## config.mk

```make
export PLATFORM = sky130hd
export DESIGN_NAME = instr_fetch_flat
export DESIGN_NICKNAME = d
export VERILOG_FILES = /design/src/rtl/instr_fetch_if.sv /design/src/rtl/instr_fetch.sv /design/src/flat_wrapper.sv
export SDC_FILE = /design/constraint.sdc
export NUM_CORES = 1
export LEC_CHECK = 0
export BUFFER_PORTS_ARGS = -buffer_cell sky130_fd_sc_hd__buf_2
export CAP_MARGIN = 10
export CORE_MARGIN = 5
export CORE_UTILIZATION = 40
export DETAILED_ROUTE_END_ITERATION = 16
export HOLD_SLACK_MARGIN = 0.05
export PLACE_DENSITY_LB_ADDON = 0.12
export SLEW_MARGIN = 20
export SYNTH_ARGS = -nofsm -noshare
export SYNTH_HDL_FRONTEND = slang
export SYNTH_SLANG_ARGS = --single-unit
```

## constraint.sdc

```tcl
create_clock -name instr_fetch_clk -period 1.8 [get_ports instr_fetch_clk]
set_clock_uncertainty 0.05 [all_clocks]
set_input_delay 0.36 -clock instr_fetch_clk [delete_from_list [all_inputs] [get_ports instr_fetch_clk]]
set_output_delay 0.36 -clock instr_fetch_clk [all_outputs]
set_load 0.05 [all_outputs]
```

## src/rtl/instr_fetch_if.sv

```systemverilog
// Instruction-memory fetch bus: request/address out, acknowledge/read-data back.
interface instr_fetch_if;
    logic        instr_fetch_mem_req;
    logic [31:0] instr_fetch_mem_addr;
    logic        instr_fetch_mem_ack;
    logic [31:0] instr_fetch_mem_rdata;

    modport master (
        output instr_fetch_mem_req,
        output instr_fetch_mem_addr,
        input  instr_fetch_mem_ack,
        input  instr_fetch_mem_rdata
    );

    modport slave (
        input  instr_fetch_mem_req,
        input  instr_fetch_mem_addr,
        output instr_fetch_mem_ack,
        output instr_fetch_mem_rdata
    );
endinterface

```

## src/rtl/instr_fetch.sv

```systemverilog
// Instruction fetch unit: fetches words, decodes an immediate-type code, honours redirect/stall.
// Optional sticky misaligned-redirect flag enabled by defining INSTR_FETCH_MISALIGN_ERR_EN.
module instr_fetch #(
    parameter logic [31:0] RESET_PC = 32'h0000_0000
) (
    input  logic                 instr_fetch_clk,
    input  logic                 instr_fetch_rst_n,
    instr_fetch_if.master        mem,
    input  logic                 instr_fetch_redirect,
    input  logic [31:0]          instr_fetch_redirect_pc,
    input  logic                 instr_fetch_stall,
    output logic [31:0]          instr_fetch_instr,
    output logic [3:0]           instr_fetch_instr_type,
    output logic                 instr_fetch_instr_wr_en,
    output logic [31:0]          instr_fetch_pc,
    output logic                 instr_fetch_err
);

    typedef enum logic [1:0] {
        IDLE  = 2'd0,
        REQ   = 2'd1,
        VALID = 2'd2,
        HOLD  = 2'd3
    } state_t;

    state_t      state_reg, state_next;
    logic [31:0] fetch_pc_reg, fetch_pc_next;
    logic [31:0] instr_reg, instr_next;
    logic [3:0]  instr_type_reg, instr_type_next;
    logic [31:0] pc_reg, pc_next;

    function automatic logic [3:0] decode_type(input logic [6:0] opcode);
        case (opcode)
            7'b0110011: return 4'b0001;
            7'b0010011: return 4'b0010;
            7'b0000011: return 4'b0011;
            7'b1100111: return 4'b0100;
            7'b1110011: return 4'b0101;
            7'b0100011: return 4'b0110;
            7'b1100011: return 4'b0111;
            7'b0110111: return 4'b1000;
            7'b0010111: return 4'b1001;
            7'b1101111: return 4'b1010;
            default:    return 4'b0000;
        endcase
    endfunction

    always_ff @(posedge instr_fetch_clk or negedge instr_fetch_rst_n) begin
        if (!instr_fetch_rst_n) begin
            state_reg      <= IDLE;
            fetch_pc_reg   <= RESET_PC;
            instr_reg      <= 32'h0;
            instr_type_reg <= 4'h0;
            pc_reg         <= 32'h0;
        end else begin
            state_reg      <= state_next;
            fetch_pc_reg   <= fetch_pc_next;
            instr_reg      <= instr_next;
            instr_type_reg <= instr_type_next;
            pc_reg         <= pc_next;
        end
    end

    // Redirect overrides every state; a coinciding ack is dropped with the old path.
    always_comb begin
        state_next      = state_reg;
        fetch_pc_next   = fetch_pc_reg;
        instr_next      = instr_reg;
        instr_type_next = instr_type_reg;
        pc_next         = pc_reg;
        if (instr_fetch_redirect) begin
            fetch_pc_next = instr_fetch_redirect_pc & 32'hFFFF_FFFC;
            state_next    = IDLE;
        end else begin
            case (state_reg)
                IDLE: state_next = REQ;
                REQ: begin
                    if (mem.instr_fetch_mem_ack) begin
                        instr_next      = mem.instr_fetch_mem_rdata;
                        instr_type_next = decode_type(mem.instr_fetch_mem_rdata[6:0]);
                        pc_next         = fetch_pc_reg;
                        fetch_pc_next   = fetch_pc_reg + 32'd4;
                        state_next      = VALID;
                    end
                end
                VALID: state_next = instr_fetch_stall ? HOLD : REQ;
                HOLD: begin
                    if (!instr_fetch_stall) begin
                        state_next = REQ;
                    end
                end
                default: state_next = IDLE;
            endcase
        end
    end

    assign mem.instr_fetch_mem_req  = (state_reg == REQ);
    assign mem.instr_fetch_mem_addr = fetch_pc_reg;
    assign instr_fetch_instr        = instr_reg;
    assign instr_fetch_instr_type   = instr_type_reg;
    assign instr_fetch_instr_wr_en  = (state_reg == VALID);
    assign instr_fetch_pc           = pc_reg;

`ifdef INSTR_FETCH_MISALIGN_ERR_EN
    logic err_reg, err_next;

    assign err_next = err_reg |
                      (instr_fetch_redirect & (instr_fetch_redirect_pc[1:0] != 2'b00));

    always_ff @(posedge instr_fetch_clk or negedge instr_fetch_rst_n) begin
        if (!instr_fetch_rst_n) begin
            err_reg <= 1'b0;
        end else begin
            err_reg <= err_next;
        end
    end

    assign instr_fetch_err = err_reg;
`else
    assign instr_fetch_err = 1'b0;
`endif

endmodule

```

## src/flat_wrapper.sv

```systemverilog
// flat-port wrapper written by rule: the top's interface ports become plain ports
module instr_fetch_flat 
#(
    parameter logic [31:0] RESET_PC = 32'h0000_0000
)
  (instr_fetch_clk, instr_fetch_rst_n, instr_fetch_redirect, instr_fetch_redirect_pc, instr_fetch_stall, instr_fetch_instr, instr_fetch_instr_type, instr_fetch_instr_wr_en, instr_fetch_pc, instr_fetch_err, mem_instr_fetch_mem_req, mem_instr_fetch_mem_addr, mem_instr_fetch_mem_ack, mem_instr_fetch_mem_rdata);
  instr_fetch_if mem_i ();
  input  logic instr_fetch_clk;
  input  logic instr_fetch_rst_n;
  input  logic instr_fetch_redirect;
  input  logic [31:0] instr_fetch_redirect_pc;
  input  logic instr_fetch_stall;
  output logic [31:0] instr_fetch_instr;
  output logic [3:0] instr_fetch_instr_type;
  output logic instr_fetch_instr_wr_en;
  output logic [31:0] instr_fetch_pc;
  output logic instr_fetch_err;
  output wire logic [$bits(mem_i.instr_fetch_mem_req)-1:0] mem_instr_fetch_mem_req;
  output wire logic [$bits(mem_i.instr_fetch_mem_addr)-1:0] mem_instr_fetch_mem_addr;
  input wire logic [$bits(mem_i.instr_fetch_mem_ack)-1:0] mem_instr_fetch_mem_ack;
  input wire logic [$bits(mem_i.instr_fetch_mem_rdata)-1:0] mem_instr_fetch_mem_rdata;
  assign mem_instr_fetch_mem_req = mem_i.instr_fetch_mem_req;
  assign mem_instr_fetch_mem_addr = mem_i.instr_fetch_mem_addr;
  assign mem_i.instr_fetch_mem_ack = mem_instr_fetch_mem_ack;
  assign mem_i.instr_fetch_mem_rdata = mem_instr_fetch_mem_rdata;
  instr_fetch #(.RESET_PC(RESET_PC)) u_core (.instr_fetch_clk(instr_fetch_clk), .instr_fetch_rst_n(instr_fetch_rst_n), .mem(mem_i), .instr_fetch_redirect(instr_fetch_redirect), .instr_fetch_redirect_pc(instr_fetch_redirect_pc), .instr_fetch_stall(instr_fetch_stall), .instr_fetch_instr(instr_fetch_instr), .instr_fetch_instr_type(instr_fetch_instr_type), .instr_fetch_instr_wr_en(instr_fetch_instr_wr_en), .instr_fetch_pc(instr_fetch_pc), .instr_fetch_err(instr_fetch_err));
endmodule
```

==> summary.txt <==
Cells and area
  – Max FFs per register: 32
  – Net count, final: 690
  – Fillers: 999
  – Share of cells above drive strength 1: ~54%
  – Post-Layout Cell Count: 763
  – Area growth syn-to-layout: 41.7%

GRT
  – Largest net degree at the start of global routing: 60
  – Antenna violations before repair: 2
  – First-pass GRT wire length: 19200 um
  – Vias in the first global route: 3844
  – Total gr overflow: 0
  – GRT Resource Usage Total: around 18%

Route
  – Vias: between 3k and 4k
  – Routed len/inst: 15.7 um
  – Iteration-0 DRC Markers: ~240
  – Antenna viol nets, final: 0
  – Remaining DRCs: 0
  – Drt first pass iters: 4
  – Vias/cell: 5.11
  – DRT Wirelength: between 10000 and 15000 um

Floorplanning
  – Die footprint: approximately 13000 um^2
  – Rows: 38
  – Initial Util: approximately two fifths
  – Die Wd: between 100 and 150 um
  – IO Pins: between 150 and 200
  – Core area: 10900 um^2
  – Die Y-Extent: 116 um

Clock network
  – Clock Sinks: slightly below 100
  – Worst skew pair latency: around 0.34 ns
  – Htree depth: 3
  – Clk root buf: clkbuf_16
  – CTS Buffer Depth: 2
  – Clock transition at path regs: about 0.07 ns
  – TritonCTS Buffers: 9
  – TritonCTS clock tree: built

Timing
  – Final Hold Viols: 0
  – WHS: about 0.17 ns
  – RSZ-0062 raised after global routing: yes
  – Final setup viols: 14
  – Final Max Slew Viols: 0
  – FMAX: 516 MHz
  – Fin worst setup slack: -0.139 ns
  – Tmin final: slightly below 2 ns
  – Setup TNS Final: -0.971 ns
  – Tcrit/Tclk final: 108%

Worst setup path
  – Critical path's largest stage delay: 0.64 ns
  – CP Class: register to register
  – Crit end category: register
  – WP data required: about 2.0 ns
  – Startpoint types: register
  – Critical-path maximum fanout: 22
  – CP Cell Sequence: nand4_1, or4_4, or4_1, a31oi_1
  – Slowest CP cell: or4_4
  – Critical Path AT: between 2 and 2.5 ns

Logic synthesis
  – Fraction of the mapped netlist area in simple logic gates: around 15%
  – Synth Area in XOR/XNOR: 1.95%
  – Sequential share of the synthesized area: around 55%
  – Synth top area share: around 55%
  – Largest family of logic cells by synthesized area: simple AND/OR/NAND/NOR gates
  – Multiplexer area fraction after synthesis: between 10% and 20%
  – FF+latch count, synth: slightly below 100
  – Post-synthesis adder-cell area fraction: 1.34%
  – FFs w/ async S/R, synth: between 90% and 100%
  – Leading post-synthesis cells by cell area: dfrtp_1 (55%), mux2_2 (14%), nand2_1 (3.3%)
  – Top cells by count, synth: dfrtp_1 (98), mux2_2 (57), nand2_1 (40)
  – Synth warn: 0
  – Synth Area per Inst: between 10 and 15 um^2
  – Compound-Gate Fraction of Synth Area: roughly a tenth
  – Commonest register cell after synthesis: dfrtp_1
  – Most frequent cell after synthesis: dfrtp_1
  – Library cells used by synthesis: 44
  – Area leader, netlist: dfrtp_1
  – Post-synth EDFFs: 0
  – Mapped Area: about 4500 um^2
  – Synth Instances: between 400 and 500

Power and ir drop
  – Pwr/cell area: about 1300 nW/um^2
  – Peak VDD IR: slightly above 700 uV
  – Pleak: ~3.0 nW

Placement
  – Buffers added on ports: approximately 160
  – Dpl ws: -0.142 ns
  – Post-Place Cells: between 700 and 800
  – DP Wirelength: between 9000 and 10000 um
  – Routability congestion estimate: about 0.82

Worst hold path
  – Worst Hold Class: primary input to register

Flow run
  – # Max-Cap Violations: 0

Run status
  – Status: finished, violations left
  – Failing checks: negative setup slack
==> power breakdown <==
group	switching (mW)	leakage, nW	internal (mW)
Clock	0.830	0.176	1.43
Combinational	2.43	1.67	0.907
Sequential	0.246	1.15	2.70
Total	3.50	3.00	5.03
==> routing by layer <==
layer	vias up	global-route usage, %	wire length (um)
met5	-	0	24
met4	4	7.12	194
met3	18	4.91	872
met2	116	28.8	5700
met1	1880	24.1	5200
li1	1878	-	-
==> stage by stage <==
step                total power, mW  utilization [%]  cell area (um^2)
finish                         8.54             58.2              6370
global route                   8.94             58.2              6370
CTS                            8.61             57.6              6290
detailed placement             6.33             54.1              5910
global placement               6.27             54.1              5910
floorplan                      5.38                -              4600
==> final timing paths <==
check                                                     from                                   to  slack [ns]  depth (start not counted)
min                                 instr_fetch_redirect_pc[3]   u_core.mem.instr_fetch_mem_addr[3]        0.17                          3
max                        u_core.mem.instr_fetch_mem_addr[15]  u_core.mem.instr_fetch_mem_addr[22]       -0.14                          4
max reg2reg                u_core.mem.instr_fetch_mem_addr[15]  u_core.mem.instr_fetch_mem_addr[22]       -0.14                          4
min reg2reg                        u_core.instr_fetch_instr[6]          u_core.instr_fetch_instr[6]        0.43                          2
min in group asynchronous                    instr_fetch_rst_n         u_core.instr_fetch_instr[14]        0.50                          3
max in group asynchronous                    instr_fetch_rst_n   u_core.mem.instr_fetch_mem_addr[7]        0.88                          3
==> placed cells by master (no fill, tap or decap), drive strengths merged, types with 2 or more instances in the layout <==
cell	synthesis	routed
and4	2	2
dfrtp	98	98
xor2	5	5
nor3	4	4
nand2	40	40
conb	1	5
or3	2	2
inv	9	9
and2	2	2
clkbuf	19	11
bufinv	0	3
nand3b	2	2
nand3	16	16
or4	18	18
mux2	57	57
nand4	6	6
and3	3	3
buf	8	226
nand2b	3	3
clkinv	0	2
ha	4	4
a21oi	6	6
o21ai	21	21
o31ai	14	14
a31oi	16	16
nor2b	2	2
nor2	23	23
or4b	2	2
xnor2	5	5
o211ai	2	2
nor4	2	2
==> repair_timing <==
item / in CTS / in global routing
resized for setup: 4 / 13
endpoints found under the hold margin: 98 / 0
pin swaps: 2 / 2
endpoints found under the setup margin: 16 / 23
setup buffers: 1 / 4
hold buffers: 1 / 0
==> worst max-delay path: cells and delay by family (launching register included) <==
| kind | cells | cell delay (ns) |
|---|---|---|
| and+or+nand+nor | 3 | 1.29 |
| AOI/OAI and AO/OA | 1 | 0.16 |
| DFF | 1 | 0.35 |
==> area by class of cell <==
type	count	area (um^2)	area share, %
Multi-Input combinational cell	272	1970	30.9
Antenna cell	1	2.50	0.0393
Inverter	9	33.8	0.530
Sequential cell	98	2470	38.9
Clock inverter	5	100	1.57
Tap cell	140	175	2.75
Timing Repair Buffer	227	1360	21.4
Clock buffer	11	253	3.97
==> logic make-up (layout without fill, tap and decap cells) <==
| family | count (synthesis) | in the layout |
|---|---|---|
| xor gates and xnor gates | 10 | 10 |
| other | 1 | 6 |
| and+or+nand+nor | 127 | 127 |
| adders and majority gates | 5 | 5 |
| buffers and inverters | 36 | 252 |
| muxes | 58 | 58 |
| AOI/OAI and AO/OA | 67 | 67 |
| DFF | 98 | 98 |
Note: power is estimated with default switching activity, not from simulation.
